$ cat config.mk
export PLATFORM = sky130hd
export DESIGN_NAME = sprite_row_scheduler
export DESIGN_NICKNAME = d
export VERILOG_FILES = /design/src/rtl/sprite_row_scheduler.sv
export SDC_FILE = /design/constraint.sdc
export NUM_CORES = 1
export LEC_CHECK = 0
export CAP_MARGIN = 25
export CORE_MARGIN = 2
export CORE_UTILIZATION = 44
export CTS_CLUSTER_DIAMETER = 150
export CTS_CLUSTER_SIZE = 12
export DETAILED_ROUTE_END_ITERATION = 10
export PLACE_DENSITY = 0.89
export SLEW_MARGIN = 15
export SYNTH_ARGS = -nofsm -noshare
export SYNTH_HDL_FRONTEND = slang
export SYNTH_SLANG_ARGS = --single-unit
$ cat constraint.sdc
create_clock -name clk_i -period 6.8 [get_ports clk_i]
set_clock_uncertainty 0.1 [all_clocks]
set_input_delay 0.68 -clock clk_i [delete_from_list [all_inputs] [get_ports clk_i]]
set_output_delay 0.68 -clock clk_i [all_outputs]
set_load 0.01 [all_outputs]
$ cat src/rtl/sprite_row_scheduler.sv
// Per-scanline sprite scheduler: scans OAM in index order, fetches pattern rows for sprites
// covering the target row and offers them to the sprite-unit chain via a valid/ack handshake.
module sprite_row_scheduler #(
  parameter int unsigned NUM_SPRITES = 64,
  parameter int unsigned NUM_UNITS   = 16,
  parameter int unsigned PAT_W       = 32,
  parameter int unsigned CONF_W      = 16
) (
  input  logic                             clk_i,
  input  logic                             rst_i,
  input  logic                             start_i,
  input  logic [7:0]                       row_i,
  output logic [$clog2(NUM_SPRITES)-1:0]   oam_addr_o,
  input  logic [7:0]                       oam_y_i,
  input  logic [1:0]                       oam_h_i,
  input  logic                             oam_y_mirror_i,
  input  logic [CONF_W-1:0]                oam_conf_i,
  output logic [$clog2(NUM_SPRITES)+4:0]   pat_addr_o,
  input  logic [PAT_W*4-1:0]               pat_rdata_i,
  output logic                             chain_clear_o,
  // Packed sprite entry: {conf, pattern row}
  output logic [CONF_W+PAT_W*4-1:0]        out_o,
  output logic                             out_valid_o,
  input  logic                             out_ack_i,
  output logic                             busy_o,
  output logic                             done_o,
  output logic                             overflow_o
);

  localparam int unsigned IdxW = $clog2(NUM_SPRITES);
  localparam int unsigned CntW = $clog2(NUM_UNITS + 1);
  localparam int unsigned OutW = CONF_W + PAT_W * 4;

  localparam logic [2:0] StIdle   = 3'd0;
  localparam logic [2:0] StClear  = 3'd1;
  localparam logic [2:0] StOamRd  = 3'd2;
  localparam logic [2:0] StOamChk = 3'd3;
  localparam logic [2:0] StPatRd  = 3'd4;
  localparam logic [2:0] StPush   = 3'd5;
  localparam logic [2:0] StDone   = 3'd6;

  logic [2:0]        state_q, state_d;
  logic [7:0]        row_q, row_d;
  logic [IdxW-1:0]   idx_q, idx_d;
  logic [CntW-1:0]   cnt_q, cnt_d;
  logic              ovf_q, ovf_d;
  logic [CONF_W-1:0] conf_q, conf_d;
  logic [OutW-1:0]   out_q, out_d;
  logic              out_valid_q, out_valid_d;
  logic [IdxW+4:0]   pat_addr_q, pat_addr_d;

  logic [2:0] hp1;
  logic [8:0] row9, top9, height9, bot9;
  logic       hit, last;
  logic [4:0] r_raw, r_mir, r_sel;

  // Hit window compared in 9 bits so a sprite near row 255 never wraps to row 0.
  always_comb begin
    hp1     = {1'b0, oam_h_i} + 3'd1;
    row9    = {1'b0, row_q};
    top9    = {1'b0, oam_y_i};
    height9 = {3'b000, hp1, 3'b000};
    bot9    = top9 + height9;
    hit     = (row9 >= top9) && (row9 < bot9);
    r_raw   = row_q[4:0] - oam_y_i[4:0];
    r_mir   = {hp1[1:0], 3'b000} - 5'd1 - r_raw;
    r_sel   = oam_y_mirror_i ? r_mir : r_raw;
    last    = (idx_q == IdxW'(NUM_SPRITES - 1));
  end

  always_comb begin
    state_d     = state_q;
    row_d       = row_q;
    idx_d       = idx_q;
    cnt_d       = cnt_q;
    ovf_d       = ovf_q;
    conf_d      = conf_q;
    out_d       = out_q;
    out_valid_d = out_valid_q;
    pat_addr_d  = pat_addr_q;
    if (start_i) begin
      // Start from any state (including mid-row) restarts the row from scratch.
      row_d       = row_i;
      idx_d       = '0;
      cnt_d       = '0;
      ovf_d       = 1'b0;
      out_valid_d = 1'b0;
      state_d     = StClear;
    end else begin
      unique case (state_q)
        StIdle:  state_d = StIdle;
        StClear: state_d = StOamRd;
        StOamRd: state_d = StOamChk;
        StOamChk: begin
          if (hit) begin
            if (cnt_q == CntW'(NUM_UNITS)) begin
              ovf_d   = 1'b1;
              state_d = StDone;
            end else begin
              pat_addr_d = {idx_q, r_sel};
              conf_d     = oam_conf_i;
              state_d    = StPatRd;
            end
          end else if (last) begin
            state_d = StDone;
          end else begin
            idx_d   = idx_q + 1'b1;
            state_d = StOamRd;
          end
        end
        StPatRd: begin
          out_d       = {conf_q, pat_rdata_i};
          out_valid_d = 1'b1;
          state_d     = StPush;
        end
        StPush: begin
          if (out_ack_i) begin
            out_valid_d = 1'b0;
            cnt_d       = cnt_q + 1'b1;
            if (last) begin
              state_d = StDone;
            end else begin
              idx_d   = idx_q + 1'b1;
              state_d = StOamRd;
            end
          end
        end
        StDone:  state_d = StIdle;
        default: state_d = StIdle;
      endcase
    end
  end

  always_ff @(posedge clk_i or posedge rst_i) begin
    if (rst_i) begin
      state_q     <= StIdle;
      row_q       <= '0;
      idx_q       <= '0;
      cnt_q       <= '0;
      ovf_q       <= 1'b0;
      conf_q      <= '0;
      out_q       <= '0;
      out_valid_q <= 1'b0;
      pat_addr_q  <= '0;
    end else begin
      state_q     <= state_d;
      row_q       <= row_d;
      idx_q       <= idx_d;
      cnt_q       <= cnt_d;
      ovf_q       <= ovf_d;
      conf_q      <= conf_d;
      out_q       <= out_d;
      out_valid_q <= out_valid_d;
      pat_addr_q  <= pat_addr_d;
    end
  end

  // pat_addr is presented in the check cycle itself so the RAM data lands in the fetch cycle.
  always_comb begin
    oam_addr_o    = idx_q;
    pat_addr_o    = pat_addr_d;
    chain_clear_o = (state_q == StClear);
    out_o         = out_q;
    out_valid_o   = out_valid_q;
    busy_o        = (state_q != StIdle);
    done_o        = (state_q == StDone);
    overflow_o    = ovf_q;
  end

endmodule

Yosys cells after proc, flatten, opt, wreduce, memory -nomap -nowiden
Cells that the tools add are included.
Word-level totals
  flip-flop bits (word level): 195
  latch bits: 0
  memory bits (writable): 0
  bits in read-only memories: 0
  input port bits: 167
  output and inout bits: 166
  logic and storage cells: 71
  memories kept: 0
Operators by class
  add/sub/neg operators: 7
  $mul: 0
  div/mod/pow operators: 0
  magnitude comparators: 2
  equality and inequality tests: 10
  shift operators: 0
  multiplexer cells: 26
  bitwise logic cells: 2
  reductions and logical operators: 15
Operators by type and width (number)
  2-to-1 mux 11 bit: 4
  2-to-1 mux 6 bit: 4
  2-to-1 mux 5 bit: 4
  case mux 3 bit (5 select lines): 1
  2-to-1 mux 3 bit: 4
  case mux 6 bit (2 select lines): 1
  nonzero test 2 bit: 5
  subtractor 5 bit: 2
  adder 8 x 6 -> 9 bit: 1
  equality test 3 bit (second input constant): 3
  less-than comparator 8 x 9 -> 1 bit: 1
  nonzero test 3 bit: 3
  greater-or-equal comparator 8 bit: 1
  adder 6 x 1 -> 6 bit (second input constant): 1
  equality test 3 x 2 -> 1 bit (second input constant): 2
  equality test 6 bit (second input constant): 1
  2-to-1 mux 1 bit: 6
  != test 3 bit (second input constant): 2
  AND reduction 2 bit: 3
  AND reduction 3 bit: 2
  adder 5 x 1 -> 5 bit (second input constant): 1
  equality test 5 bit (second input constant): 1
  subtractor 5 x 1 -> 5 bit (second input constant): 1
  AND reduction 4 bit: 1
  other kinds (6): 7

Longest topological paths before layout
Gate-level depths: netlist of the first run.
  depth in word-level cells: 8
  depth in mapped cells: 13
  depth with buffers taken out: 12

Worst setup path before layout of the first run
Ideal clock, no wire load.
  path kind: input -> output
  from: in oam_h_i[0]
  to: out pat_addr_o[0]
  arrival time: 3.317 ns
  data required time: 6.020 ns
  path slack: 2.703 ns
  cell stages on the path: 13
  path buffers: 1
  cell sequence: ha_1 -> ha_1 -> a21o_1 -> a21oi_1 -> xnor2_1 -> ha_1 -> a21o_1 -> a21oi_1 -> nor2_1 -> nor3_4 -> nand3_4 -> buf_6 -> mux2_4
Between the ends
  word-level cells in the longest chain between the ends: 7
RTL lines
  from (decl): line 15  | input logic [1:0] oam_h_i,
  adder 2 x 1 -> 3 bit: line 59  | hp1 = {1'b0, oam_h_i} + 3'd1;
  adder 8 x 6 -> 9 bit: line 63  | bot9 = top9 + height9;
  less-than comparator 8 x 9 -> 1 bit: line 64  | hit = (row9 >= top9) && (row9 < bot9);
  logical AND 1 bit: line 64
  2-to-1 mux 11 bit: line 95  | if (hit) begin
  2-to-1 mux 11 bit: line 90  | unique case (state_q)
  2-to-1 mux 11 bit: line 81  | if (start_i) begin
  to (decl): line 18  | output logic [$clog2(NUM_SPRITES)+4:0] pat_addr_o,
Every way passes these cells.

Final worst setup path of the first run
Same ends and word-level chain as after synthesis.

==> impl_metrics.yaml, run 1 <==
run_status:
  status: "completed"
grt:
  grt_start_max_net_pins: 138
  track_usage_pct: 21.4
  grt_pass1_wl_mm: 33.0
  grt_pass1_vias: 6052
  grt.overflow.total: 0
  antenna_found_initial: 0
pwr:
  pwr-share-comb_pct: 31.2
  switchingPower_mw: 1.07
  power.share.switching_pct: 27.9
  p_clk_share_pct: 26.8
  internal_power_mw: 2.76
  total_leakage_power_nw: 5.48
  finalPower_mw: 3.83
  power_density_mw_per_mm2: 308
  ir_drop_mv: 0.167
  p_seq_share_pct: 42.1
worst_setup_path:
  worstPathRequired_ns: 6.02
  cp_max_fo: 27
  critical_path_class: "in2out"
  slowest_stage: "nand3_4"
  crit_top_cell: "ha_1"
  cp_cell_sequence: "clkdlybuf4s50_1 > ha_1 > ha_1 > a21o_1 > a21oi_1 > xnor2_1 > ha_1 > a21o_1 > a21oi_1 > nor2_1 > nor3_4 > nand3_4 > mux2_4 > clkdlybuf4s50_1"
  timing.rr.start: "row_q[0]$_DFFE_PP0P_"
  slowest_delay_ns: 0.49
  cp-start-kind: "primary input"
  regToRegSetupSlack_ns: 3.85
  cp-end-kind: "output port"
  cp.arrival_ns: 4.67
  worstSetupStartpoint: "oam_h_i[0]"
cts:
  post-cts-setup-buffer-count: 0
  cts.clk_slew.worst_paths_ns: 0.07
  clockBufferDepth: 2
  h-tree-depth: 4
  worstSkewPairLatency_ns: 0.43
  cts_buffers: 17
  cts_hold_buf: 0
  clock_sinks: 195
  ctsResizeCount: 0
  cts_tree: "built"
  cts_root_buf: "clkbuf_16"
layout:
  insertedDiodeCount: 0
  syn2layout_area_growth_pct: 50.4
  nets: 1079
  layout_common_cells: "clkdlybuf4s50_1 (332), dfrtp_1 (195), mux2_2 (162), ha_1 (21), mux2_4 (20)"
  multi_input_area_mm2: 0.00318
  num-fill-cells: 1325
  drive_gt1_share_pct: 25.3
  seqCellArea_mm2: 0.00488
  layout_commonest_cell: "clkdlybuf4s50_1"
synthesis:
  syn_nets: 745
  synth-seq-cells: 195
  yosys.area_share.simple_pct: 3.78
  synth_compound_area_share_pct: 3.70
  synth_top_area_share_pct: 59.2
  synthCells: 555
  synth-seq-area-share_pct: 59.2
  synth_area_leaders: "dfrtp_1 (59%), mux2_2 (22%), mux2_4 (3.6%), ha_1 (3.2%), xnor2_1 (1.2%)"
  synth_top_family_by_area: "multiplexers"
  muxShareOfSynthArea_pct: 25.8
  netlist_area_mm2: 0.00825
  netlist.top_cell.by_area: "dfrtp_1"
  synthAdderAreaFrac_pct: 3.67
  synth_xor_xnor_area_share_pct: 1.59
  synth_ff_type: "dfrtp_1"
  async_reset_ff_share_pct: 100
  synth_area_per_cell_um2: 14.9
  yosysUniqueCellTypes: 43
  ys_warn_count: 0
  synth_edf_count: 0
routing:
  wl_per_cell_um: 18.7
  first_pass_iters: 4
  drc: 0
  dr_total_vias: 5757
  ant_nets: 0
  viasPerCell: 5.07
  dr.first_iter.drc_count: 185
  drt_wl_total_mm: 21.3
floorplanning:
  dieArea_mm2: 0.0199
  core_region_area_mm2: 0.0185
  rows: 50
  die_h_um: 141
  start_util_pct: 44.5
  fp.dieW_um: 141
  num_io_pins: 333
timing:
  fin_ws_ns: 1.35
  tns_ns: 0
  post-route-period-util_pct: 80.2
  post-route-min-period_ns: 5.45
  hold_violations: 0
  drv_slew: 0
  rsz0062_at_grt: "false"
  setup-violations-final: 0
  worst_pin_slew_ns: 0.779
  slew_headroom_pct: 48.1
  fmax_ghz: 0.183
placed_design:
  gp_congestion: 0.810
  place_hpwl_mm: 15.9
  place_ws_ns: 1.32
  port_buffers: 332
hold_path:
  min_from: "pat_addr_q[1]$_DFF_PP0_"
  hp-class: "reg2reg"
run:
  maxCapViolCount: 0
power by group through the flow:
stage / logic [mW] / registers, mW / clock network, mW
final: 1.19 / 1.61 / 1.02
after global routing: 1.27 / 1.65 / 1.10
after CTS: 1.20 / 1.61 / 1.04
after detailed placement: 1.20 / 1.63 / 0
after global placement: 1.17 / 1.61 / 0
after floorplan: 0.406 / 1.71 / 0
synth_stat cells, types with 2 or more instances:
cell,n
a211oi_1,4
a211oi_2,2
a21o_1,6
a21oi_1,12
a31oi_1,2
and3_1,2
buf_2,10
buf_4,6
buf_6,2
clkbuf_1,4
dfrtp_1,195
fa_1,2
ha_1,21
inv_1,15
mux2_2,162
mux2_4,20
nand2_1,13
nand2b_1,3
nand3_1,8
nand4_1,2
nor2_1,17
nor2b_1,6
o2111ai_1,2
o211ai_1,3
o21a_1,2
o21ai_0,4
xnor2_1,11
xor2_1,4
critical path, delay by kind of cell:
family	cells	cell delay (ns)
mux	1	0.49
compound gates	4	0.65
xor+xnor	1	0.15
simple gates	3	0.88
buf+inv	2	0.90
fa+ha+maj	3	0.92
layer usage:
layer / vias up / share of wire (%) / track usage, %
met2: 226 / 52 / 37.8
met1: 2858 / 39 / 24.9
met4: 0 / 2.2 / 6.84
met3: 30 / 7.0 / 6.42
li1: 2643 / - / -
met5: - / 0 / 0
per-stage QoR:
stage	util, %	instance area, um^2	hold WS [ns]	std cells
after detailed placement	63.6	11800	0.378	1103
after CTS	66.8	12400	0.404	1135
after floorplan	-	8250	0.374	555
after global routing	67.0	12400	0.413	1136
after global placement	63.6	11800	0.379	1103
final	67.0	12400	0.399	1136
path summary, 6_finish.rpt:
check	to	cells after the start
max	pat_addr_o[0]	14
min	pat_addr_q[1]$_DFF_PP0_	1
max reg2reg	conf_q[10]$_DFFE_PP0P_	10
min reg2reg	pat_addr_q[1]$_DFF_PP0_	1
max in group asynchronous	conf_q[5]$_DFFE_PP0P_	4
min in group asynchronous	out_o[50]$_DFFE_PP0P_	2
cell families after synthesis:
kind of cell / Yosys count
simple gates: 59
flops: 195
xor+xnor: 15
fa+ha+maj: 23
mux: 182
buf+inv: 38
compound gates: 43
final cells by class:
cell class                      instances  share of cell area (%)
Sequential cell                       195                    39.3
Multi-Input combinational cell        322                    25.7
Clock buffer                           18                    3.54
Clock inverter                         14                    1.27
Inverter                               15                   0.514
Tap cell                              234                    2.36
Timing Repair Buffer                  338                    27.3
state kept, by name (all words and copies together), names as in the netlist:
| name | cells |
|---|---|
| oam_addr_o | 6 |
| out_valid_o | 1 |
| pat_addr_q | 11 |
| row_q | 8 |
| out_o | 144 |
| state_q | 3 |
| conf_q | 16 |
| cnt_q | 5 |
| overflow_o | 1 |
Power figures use the tool's default switching activity.
==> run 2: changes to the inputs <==
==> constraint.sdc (replaced) <==
create_clock -name clk_i -period 5.6 [get_ports clk_i]
set_clock_uncertainty 0.1 [all_clocks]
set_input_delay 0.56 -clock clk_i [delete_from_list [all_inputs] [get_ports clk_i]]
set_output_delay 0.56 -clock clk_i [all_outputs]
set_load 0.01 [all_outputs]
==> run 2 against run 1 <==
  * Power increased by 21%
  * Wire length increased by 2.1%
  * Sequential power grew 22%
  * Non-clock buffer count rose by 1
  * Flip-flop and latch count stayed put
  * Sequential share of layout area down 0.083 points
  * Highest routed layer unchanged
  * Setup slack worse by 0.87 ns
  * Global-route usage is 0.67 points higher
==> impl_metrics.yaml, run 2 (synthesis results as in run 1) <==
floorplanning:
  core_region_area_mm2: 0.0185
  rows: 50
  die_h_um: 141
  dieArea_mm2: 0.0199
  num_io_pins: 333
  start_util_pct: 44.5
  fp.dieW_um: 141
timing:
  tns_ns: 0
  post-route-period-util_pct: 91.5
  post-route-min-period_ns: 5.13
  worst_pin_slew_ns: 0.994
  drv_slew: 0
  holdWs_ns: 0.398
  setup-violations-final: 0
  hold_violations: 0
  slew_headroom_pct: 33.8
  rsz0062_at_grt: "false"
  fmax_ghz: 0.195
routing:
  ant_nets: 0
  drc: 0
  first_pass_iters: 4
  wl_per_cell_um: 19.0
  dr.first_iter.drc_count: 158
  dr_total_vias: 5708
  drt_wl_total_mm: 21.7
  viasPerCell: 5.00
worst_setup_path:
  timing.rr.end: "conf_q[4]$_DFFE_PP0P_"
  cp-end-kind: "output port"
  cp.arrival_ns: 4.47
  timing.rr.start: "row_q[0]$_DFFE_PP0P_"
  regToRegSetupSlack_ns: 2.54
  worstPathRequired_ns: 4.94
  r2r_cells: 11
  cp_max_fo: 19
  critical_path_class: "in2out"
  cp-start-kind: "primary input"
cts:
  cts_hold_buf: 0
  ctsResizeCount: 0
  clockBufferDepth: 2
  cts.clk_slew.worst_paths_ns: 0.08
  h-tree-depth: 4
  worstSkewPairLatency_ns: 0.42
  cts_root_buf: "clkbuf_16"
  cts_tree: "built"
  clock_sinks: 195
  post-cts-setup-buffer-count: 0
  cts_buffers: 17
grt:
  grt_pass1_wl_mm: 33.9
  grt_pass1_vias: 6207
  grt.overflow.total: 0
  track_usage_pct: 22.0
  grt_start_max_net_pins: 177
  antenna_found_initial: 5
layout:
  layout_commonest_cell: "clkdlybuf4s50_1"
  nets: 1080
  final_area_mm2: 0.0124
  syn2layout_area_growth_pct: 50.7
  stdcell_count: 1142
  largest_register_ffs: 144
  num-fill-cells: 1323
  layout_common_cells: "clkdlybuf4s50_1 (332), dfrtp_1 (195), mux2_2 (162), ha_1 (21), mux2_4 (20)"
  drive_gt1_share_pct: 25.4
placed_design:
  dpl.cell_count: 1105
  dpl-instance-area_mm2: 0.0118
  gp_congestion: 0.818
  place_hpwl_mm: 16.0
  port_buffers: 332
pwr:
  pwr-share-comb_pct: 31.2
  ir_drop_mv: 0.222
  finalPower_mw: 4.64
  power_density_mw_per_mm2: 373
  p_seq_share_pct: 42.2
  switchingPower_mw: 1.29
  power.share.switching_pct: 27.8
  total_leakage_power_nw: 5.46
  internal_power_mw: 3.35
  p_clk_share_pct: 26.6
run:
  maxCapViolCount: 0
run_status:
  status: "completed"
hold_path:
  hp-class: "in2async"
## run 2: changes by cell type in the layout (fill, tap and decap cells not counted), sizes merged
cell / change
inv: -6
clkbuf: +1
buf: +1
clkinvlp: +5
diode: +5
## run 2: how the worst max path moves through the flow
stage / end / slack (ns) / startpoint / depth (start not counted)
after CTS: pat_addr_o[1] / 0.47 / oam_h_i[0] / 14
final: pat_addr_o[2] / 0.47 / oam_h_i[0] / 14
after global placement: pat_addr_o[3] / 0.57 / oam_h_i[0] / 14
after global routing: pat_addr_o[2] / 0.26 / oam_h_i[0] / 14
after floorplan: pat_addr_o[0] / 1.74 / oam_h_i[0] / 13
after detailed placement: pat_addr_o[2] / 0.48 / oam_h_i[0] / 14
## run 2: layout make-up
class,instances,area [um^2],share of cell area (%)
antenna,5,12.5,0.101
tap,234,293,2.36
timing repair buffer,339,3410,27.4
clock buffer,19,453,3.64
multi-input combinational,322,3180,25.6
inverter,15,60.1,0.483
clock inverter,13,141,1.14
sequential,195,4880,39.3
## run 2: metrics by stage
| step | worst slack [ns] | utilization [%] |
|---|---|---|
| global route | 0.263 | 67.1 |
| detailed placement | 0.483 | 63.8 |
| floorplan | 1.74 | - |
| CTS | 0.471 | 67.1 |
| global placement | 0.575 | 63.8 |
| finish | 0.475 | 67.1 |
## run 2: per-layer routing
layer  vias up  GRT usage (%)  part of all wire [%]
met5         -              0                     0
met4         0           7.42                   2.6
met3        30           6.49                   6.4
met2       210           38.7                    52
met1      2823           25.9                    39
li1       2645              -                     -
## run 2: worst max-delay path, stage by stage
cell,delay (ns)
clkdlybuf4s50_1,0.44
ha_1,0.37
ha_1,0.30
a21o_1,0.19
a21oi_1,0.17
xnor2_1,0.15
ha_1,0.27
a21o_1,0.16
a21oi_1,0.13
nor2_1,0.11
nor3_4,0.29
nand3_4,0.39
mux2_4,0.44
clkdlybuf4s50_1,0.49
## run 2: power groups by stage
| stage | clock [mW] | combinational [mW] | sequential (mW) |
|---|---|---|---|
| after floorplan | 0 | 0.493 | 2.08 |
| after global placement | 0 | 1.42 | 1.96 |
| after detailed placement | 0 | 1.45 | 1.98 |
| after CTS | 1.26 | 1.46 | 1.96 |
| after global routing | 1.32 | 1.54 | 2.01 |
| final | 1.23 | 1.45 | 1.96 |
==> run 3: changes to the inputs <==
--- a/config.mk
+++ b/config.mk
@@ -12,6 +12,7 @@
 export CTS_CLUSTER_SIZE = 12
 export DETAILED_ROUTE_END_ITERATION = 10
 export PLACE_DENSITY = 0.89
+export SKIP_LAST_GASP = 1
 export SLEW_MARGIN = 15
 export SYNTH_ARGS = -nofsm -noshare
 export SYNTH_HDL_FRONTEND = slang
==> results of run 3 <==
No change in the layout: final DEF, timing and power equal those of run 2.
